--- config.mk ---
export PLATFORM = sky130hd
export DESIGN_NAME = voice_mixer
export DESIGN_NICKNAME = d
export VERILOG_FILES = /design/src/rtl/audio_mix_pkg.sv /design/src/rtl/audio_saturate.sv /design/src/rtl/voice_mixer.sv
export SDC_FILE = /design/constraint.sdc
export NUM_CORES = 1
export LEC_CHECK = 0
export CORE_UTILIZATION = 45
export CTS_BUF_LIST = sky130_fd_sc_hd__clkbuf_2 sky130_fd_sc_hd__clkbuf_4 sky130_fd_sc_hd__clkbuf_8
export DETAILED_ROUTE_END_ITERATION = 12
export DONT_BUFFER_PORTS = 1
export SLEW_MARGIN = 40
export SYNTH_ARGS = -nofsm -noshare
export SYNTH_HDL_FRONTEND = slang
export SYNTH_HIERARCHICAL = 1
export SYNTH_SLANG_ARGS = --single-unit
--- constraint.sdc ---
create_clock -name MCLK -period 7 [get_ports MCLK]
set_input_delay 1.4 -clock MCLK [delete_from_list [all_inputs] [get_ports MCLK]]
set_output_delay 1.4 -clock MCLK [all_outputs]
set_load 0.02 [all_outputs]
--- src/rtl/audio_mix_pkg.sv ---
// audio_mix_pkg: shared default widths, datapath width helpers and FSM encoding for the voice mixer
package audio_mix_pkg;
  localparam int SAMPLE_W_DEF = 16;
  localparam int GAIN_W_DEF = 8;
  typedef enum logic [2:0] {IDLE, FETCH, MAC, SCALE, SAT} state_t;
  function automatic int prod_w(input int sw, input int gw);
    return sw + gw + 1;
  endfunction
  function automatic int acc_w(input int sw, input int gw, input int nv);
    return prod_w(sw, gw) + $clog2(nv);
  endfunction
  function automatic int mix_w(input int sw, input int gw, input int nv);
    return acc_w(sw, gw, nv) + gw + 1;
  endfunction
  function automatic int sel_w(input int nv);
    return nv > 1 ? $clog2(nv) : 1;
  endfunction
endpackage

--- src/rtl/audio_saturate.sv ---
// audio_saturate: arithmetic shift right by 2 of the scaled mix, clamped to 32-bit signed with a clip flag
module audio_saturate #(
  parameter int W = 37
) (
  input logic signed [W-1:0] mix,
  output logic [31:0] q,
  output logic clip
);
  localparam logic signed [W-1:0] max_v = W'(64'sd2147483647);
  localparam logic signed [W-1:0] min_v = W'(-64'sd2147483648);
  logic signed [W-1:0] s;
  logic hi;
  logic lo;
  assign s = mix >>> 2;
  assign hi = s > max_v;
  assign lo = s < min_v;
  assign clip = hi | lo;
  assign q = hi ? 32'h7fff_ffff : lo ? 32'h8000_0000 : s[31:0];
endmodule

--- src/rtl/voice_mixer.sv ---
// voice_mixer: once per LRCLK frame fetches every voice, applies gain, accumulates, scales by master volume and saturates
module voice_mixer import audio_mix_pkg::*; #(
  parameter int NUM_VOICES = 8,
  parameter int SAMPLE_W = SAMPLE_W_DEF,
  parameter int GAIN_W = GAIN_W_DEF
) (
  input logic MCLK,
  input logic RESET,
  input logic LRCLK,
  output logic VOICE_REQ,
  output logic [sel_w(NUM_VOICES)-1:0] VOICE_SEL,
  input logic VOICE_VALID,
  input logic signed [SAMPLE_W-1:0] VOICE_SAMPLE,
  input logic [GAIN_W-1:0] VOICE_GAIN,
  input logic VOICE_ACTIVE,
  input logic [GAIN_W-1:0] MASTER_VOL,
  output logic [31:0] AUDIO,
  output logic SAMPLE_TICK,
  output logic CLIP,
  output logic LATE
);
  localparam int pw = prod_w(SAMPLE_W, GAIN_W);
  localparam int aw = acc_w(SAMPLE_W, GAIN_W, NUM_VOICES);
  localparam int mw = mix_w(SAMPLE_W, GAIN_W, NUM_VOICES);
  localparam int sw = sel_w(NUM_VOICES);
  state_t state;
  logic lr_q;
  logic frame_start;
  logic signed [pw-1:0] prod;
  logic signed [aw-1:0] acc;
  logic signed [mw-1:0] mix;
  logic [31:0] result_reg;
  logic result_valid;
  logic [31:0] sat_q;
  logic sat_clip;
  assign frame_start = lr_q & ~LRCLK;
  assign VOICE_REQ = state == FETCH;
  audio_saturate #(.W(mw)) u_sat (
    .mix(mix),
    .q(sat_q),
    .clip(sat_clip)
  );
  // Frame sequencer: a frame start always restarts the mix from voice 0, publishing the last completed result
  always_ff @(posedge MCLK or posedge RESET)
    if (RESET) begin
      state <= IDLE;
      lr_q <= 1'b0;
      VOICE_SEL <= '0;
      prod <= '0;
      acc <= '0;
      mix <= '0;
      result_reg <= '0;
      result_valid <= 1'b1;
      AUDIO <= '0;
      SAMPLE_TICK <= 1'b0;
      CLIP <= 1'b0;
      LATE <= 1'b0;
    end else begin
      lr_q <= LRCLK;
      SAMPLE_TICK <= frame_start;
      if (frame_start) begin
        if (result_valid) AUDIO <= result_reg;
        if (state != IDLE) LATE <= 1'b1;
        acc <= '0;
        VOICE_SEL <= '0;
        result_valid <= 1'b0;
        state <= FETCH;
      end else
        case (state)
          FETCH:
            if (VOICE_VALID) begin
              prod <= VOICE_ACTIVE ? pw'(VOICE_SAMPLE) * pw'({1'b0, VOICE_GAIN}) : '0;
              state <= MAC;
            end
          MAC: begin
            acc <= acc + aw'(prod);
            if (VOICE_SEL == sw'(NUM_VOICES - 1)) state <= SCALE;
            else begin
              VOICE_SEL <= VOICE_SEL + sw'(1);
              state <= FETCH;
            end
          end
          SCALE: begin
            mix <= mw'(acc) * mw'({1'b0, MASTER_VOL});
            state <= SAT;
          end
          SAT: begin
            result_reg <= sat_q;
            result_valid <= 1'b1;
            if (sat_clip) CLIP <= 1'b1;
            state <= IDLE;
          end
          default: state <= IDLE;
        endcase
    end
endmodule

; ---- Yosys cells after proc, flatten, opt, wreduce, memory -nomap -nowiden
; Index checks and enable logic that the tools add are counted.
[word_totals]
register_bits = 165
input_bits = 37
elab_cells = 53
[classes]
n_addsub = 2
n_mul = 2
magnitude_cmp = 2
n_eq_ne = 7
muxes = 14
bitwise_logic = 4
reduce_logical = 10
[op_table]
columns = cell, n
row1 = 2-to-1 mux 32 bit, 2
row2 = 2-to-1 mux 28 bit, 2
row3 = multiplier 28 x 9 -> 37 bit, 1
row4 = "> comparator 35 x 32 -> 1 bit, second input constant", 1
row5 = "less-than comparator 35 x 32 -> 1 bit, second input constant", 1
row6 = adder 28 x 25 -> 28 bit, 1
row7 = multiplier 16 x 9 -> 25 bit, 1
row8 = 2-to-1 mux 25 bit, 1
row9 = 2-to-1 mux 3 bit, 5
row10 = AND reduction 2 bit, 5
row11 = one-hot mux 3 bit (3 select lines), 1
row12 = "equality test 3 x 2 -> 1 bit, second input constant", 2
row13 = "equality test 3 bit, second input constant", 2
row14 = AND reduction 3 bit, 2
row15 = nonzero test 2 bit, 2
row16 = "adder 3 x 1 -> 3 bit, second input constant", 1
row17 = "equality test 3 x 1 -> 1 bit, second input constant", 1
row18 = "!= test 3 x 1 -> 1 bit, second input constant", 1
row19 = nonzero test 3 bit, 1
row20 = 2-to-1 mux 1 bit, 2
row21 = 2-to-1 mux 2 bit, 1
row22 = "!= test 2 bit, second input constant", 1
row23 = inverter 1 bit, 2
row24 = bitwise AND 1 bit, 1
row25 = OR 1 bit, 1

; ---- Logic depth before layout (Yosys ltp)
[depth]
ltp_word = 4
ltp_mapped = 22

; ---- Hierarchy
; The synthesis kept the hierarchy.
[modules_own_cells]
columns = mod, instances, cells_per_inst, area_each_um2, seq_area_each_um2
row1 = voice_mixer, 1, 2107, 19601.3, 4130.2
row2 = audio_saturate, 1, 119, 830.8, 0.0

; ---- Worst setup path before layout
; OpenSTA, ideal clock, no wires.
[synth_path]
path_kind = input-to-reg
start = input MASTER_VOL[2]
end = register mix[31]
setup_time_ns = 0.125
arrival_ns = 6.482
t_required_ns = 6.875
path_slack_ns = 0.394
stages = 21
path_buffers = 2
path_cell_list = clkbuf_1 -> buf_1 -> nand2_1 -> fa_1 -> inv_1 -> fa_1 -> inv_1 -> fa_1 -> fa_1 -> inv_1 -> ha_1 -> and3_1 -> a32o_1 -> o311a_1 -> nor4_1 -> o311ai_1 -> a31o_2 -> nand3_2 -> nand2_1 -> xnor2_1 -> mux2_2
[synth_via]
elab_chain_cells = 1
[synth_lines]
columns = item, line_no
row1 = start: declaration, voice_mixer.sv:16  ; input logic [GAIN_W-1:0] MASTER_VOL,
row2 = multiplier 28 x 9 -> 37 bit, voice_mixer.sv:84  ; mix <= mw'(acc) * mw'({1'b0, MASTER_VOL});
row3 = end signal: assignment, voice_mixer.sv:84
row4 = end: declaration, voice_mixer.sv:31  ; logic signed [mw-1:0] mix;
; No other way between the ends.
; A chain may end at the register's enable or synchronous reset.

; ---- Worst setup path in the final report
; Same ends and word-level chain as after synthesis.

==> run summary <==
largest net degree at the start of global routing = 103
final-layout fill cell count = 4223
antenna violations before repair = 0
unrepaired setup endpoints after global routing = no
Worst setup endpoint = mix[31]$_DFFE_PP0P_
Worst Setup SP = MASTER_VOL[2]
first-pass GRT wire length = 72.0 mm
Crit. End Element = flop
total power = 7700 uW
Critical Path RT = 7370 ps
clk_lat worst skew = 480 ps
total CTS buffers = 17
fmax = 167 MHz
Top-Level Pins = 76
Die Ht = 215 um
vias in the first global route = 14962
final hold vios = 0
critical path class = input port to flop
n_diodes = 0
fraction of layout cells with a size suffix above 1 = 0.0619
Routed WL per cell = 14.8 um
Core Rows = 77
cts hold-fix bufs = 0
Root Buffer = clkbuf_8
status = finished clean
crit path max fanout = 28
Clock Tree Buf Depth = 2
Hold/Removal Path Class = flop to flop
Die X = 215 um
Starting Density = 0.458
# DRC = 0
via/cell ratio = 5.04
CTS clk-pin slew, worst paths = 100 ps
reg2reg start = acc[5]$_DFFE_PP0P_
CTS tree = built
VDD IR max = 0.330 mV
clk sinks = 163
Final Max Tran Viols = 0
DR vias = 13898
Worst slew margin = 0.450
synthesized cell area = 20400 sq um
H-tree depth = 4
routed wire length = 40.9 mm
Mapped Avg Cell Area = 9.18 sq um
setup TNS = 0 ps
Tcrit/Tclk final = 0.857
Area Overhead vs Synth = 3.81%
Clock Skews = 16.9 ps
GRT Residual Overflow = 0
Reg-to-Reg End = mix[31]$_DFFE_PP0P_
post-synthesis cell count = 2218
fin crit period = 6000 ps
DR pass1 iterations = 5
Leak Pwr = 0.0110 uW
crit path DAT = 6370 ps
nets = 2620
DP HPWL = 33.4 mm
final setup vio count = 0
max reg flops = 35
Worst-Margin Slew = 822 ps
postcts setup bufs = 0
Post-CTS Resized = 0
CP Launch Type = input port
Max Cap Viol = 0
DIE AREA = 46100 sq um
Ys Warns = 6
PortBufs = 0
r2r setup slk = 1260 ps
Core Region = 44400 sq um
total track usage = 0.187
syn nets = 2685
r2r worst-path depth = 19
PwrDens = 364 nW/um^2
1st-iter DRT viols = 668
Final Wtd Congestion = 0.880
ANT nets after route = 0
metrics by stage:
step | hold slack [ps] | util | area (sq um) | setup WS (ps) | instances
final | 464 | 0.476 | 21100 | 998 | 2758
after global routing | 501 | 0.476 | 21100 | 868 | 2758
after CTS | 466 | 0.476 | 21100 | 1040 | 2758
after detailed placement | 454 | 0.466 | 20700 | 513 | 2726
after global placement | 448 | 0.466 | 20700 | 587 | 2726
after floorplan | 439 | - | 20400 | 394 | 2218
layer usage:
metal / GRT usage / part of all wire
met2: 0.324 / 0.48
met1: 0.246 / 0.48
met3: 0.0263 / 0.033
met5: 0 / 0
met4: 0.0479 / 0.014
worst min-delay path by stage:
stage	startpoint	endpoint	slack, ps	cells past startpoint
after floorplan	result_valid$_DFFE_PP1P_	result_valid$_DFFE_PP1P_	440	2
after global placement	result_valid$_DFFE_PP1P_	result_valid$_DFFE_PP1P_	450	2
after detailed placement	result_valid$_DFFE_PP1P_	result_valid$_DFFE_PP1P_	450	2
after CTS	result_valid$_DFFE_PP1P_	result_valid$_DFFE_PP1P_	470	2
after global routing	result_valid$_DFFE_PP1P_	result_valid$_DFFE_PP1P_	500	2
final	result_valid$_DFFE_PP1P_	result_valid$_DFFE_PP1P_	460	2
power by group:
| part | total (uW) | internal [uW] | switching [uW] |
|---|---|---|---|
| clock | 753 | 334 | 420 |
| sequential | 1620 | 1250 | 366 |
| combinational | 5320 | 2330 | 3000 |
| total | 7700 | 3910 | 3780 |
placed cells by master (no fill, tap or decap), types with 7 or more instances in the layout:
cell / n
a21boi_0: 26
a21o_1: 36
a21oi_1: 87
and2_1: 203
and3_1: 8
buf_4: 8
clkbuf_8: 17
dfrtp_1: 161
fa_1: 277
ha_1: 153
inv_1: 388
mux2_2: 65
nand2_1: 292
nand2b_1: 9
nand3_1: 23
nand4_1: 11
nor2_1: 28
nor2b_1: 8
nor3_1: 41
nor4_1: 34
o21ai_0: 76
o21ai_1: 10
o21bai_1: 14
o31ai_1: 7
xnor2_1: 48
xor2_1: 29
cell type report:
class	count	area (sq um)	share of cell area
clock buffers	18	241	0.0114
clock inverters	14	170	0.00805
multi-input cells	1571	14400	0.679
well taps	592	741	0.0350
repair buffers	9	71.3	0.00337
flip-flops and latches	163	4080	0.193
inverters	391	1480	0.0698
worst max-delay path, stage by stage:
cell	delay, ps
nand2_1	60
fa_1	570
inv_1	60
fa_1	520
inv_1	60
fa_1	460
fa_1	540
inv_1	40
ha_1	380
and3_1	200
a32o_1	220
o311a_1	430
nor4_1	370
o311ai_1	210
a31o_2	310
nand3_2	80
nand2_1	70
xnor2_1	140
mux2_2	260
No activity file was read; power rests on OpenSTA's default activity.
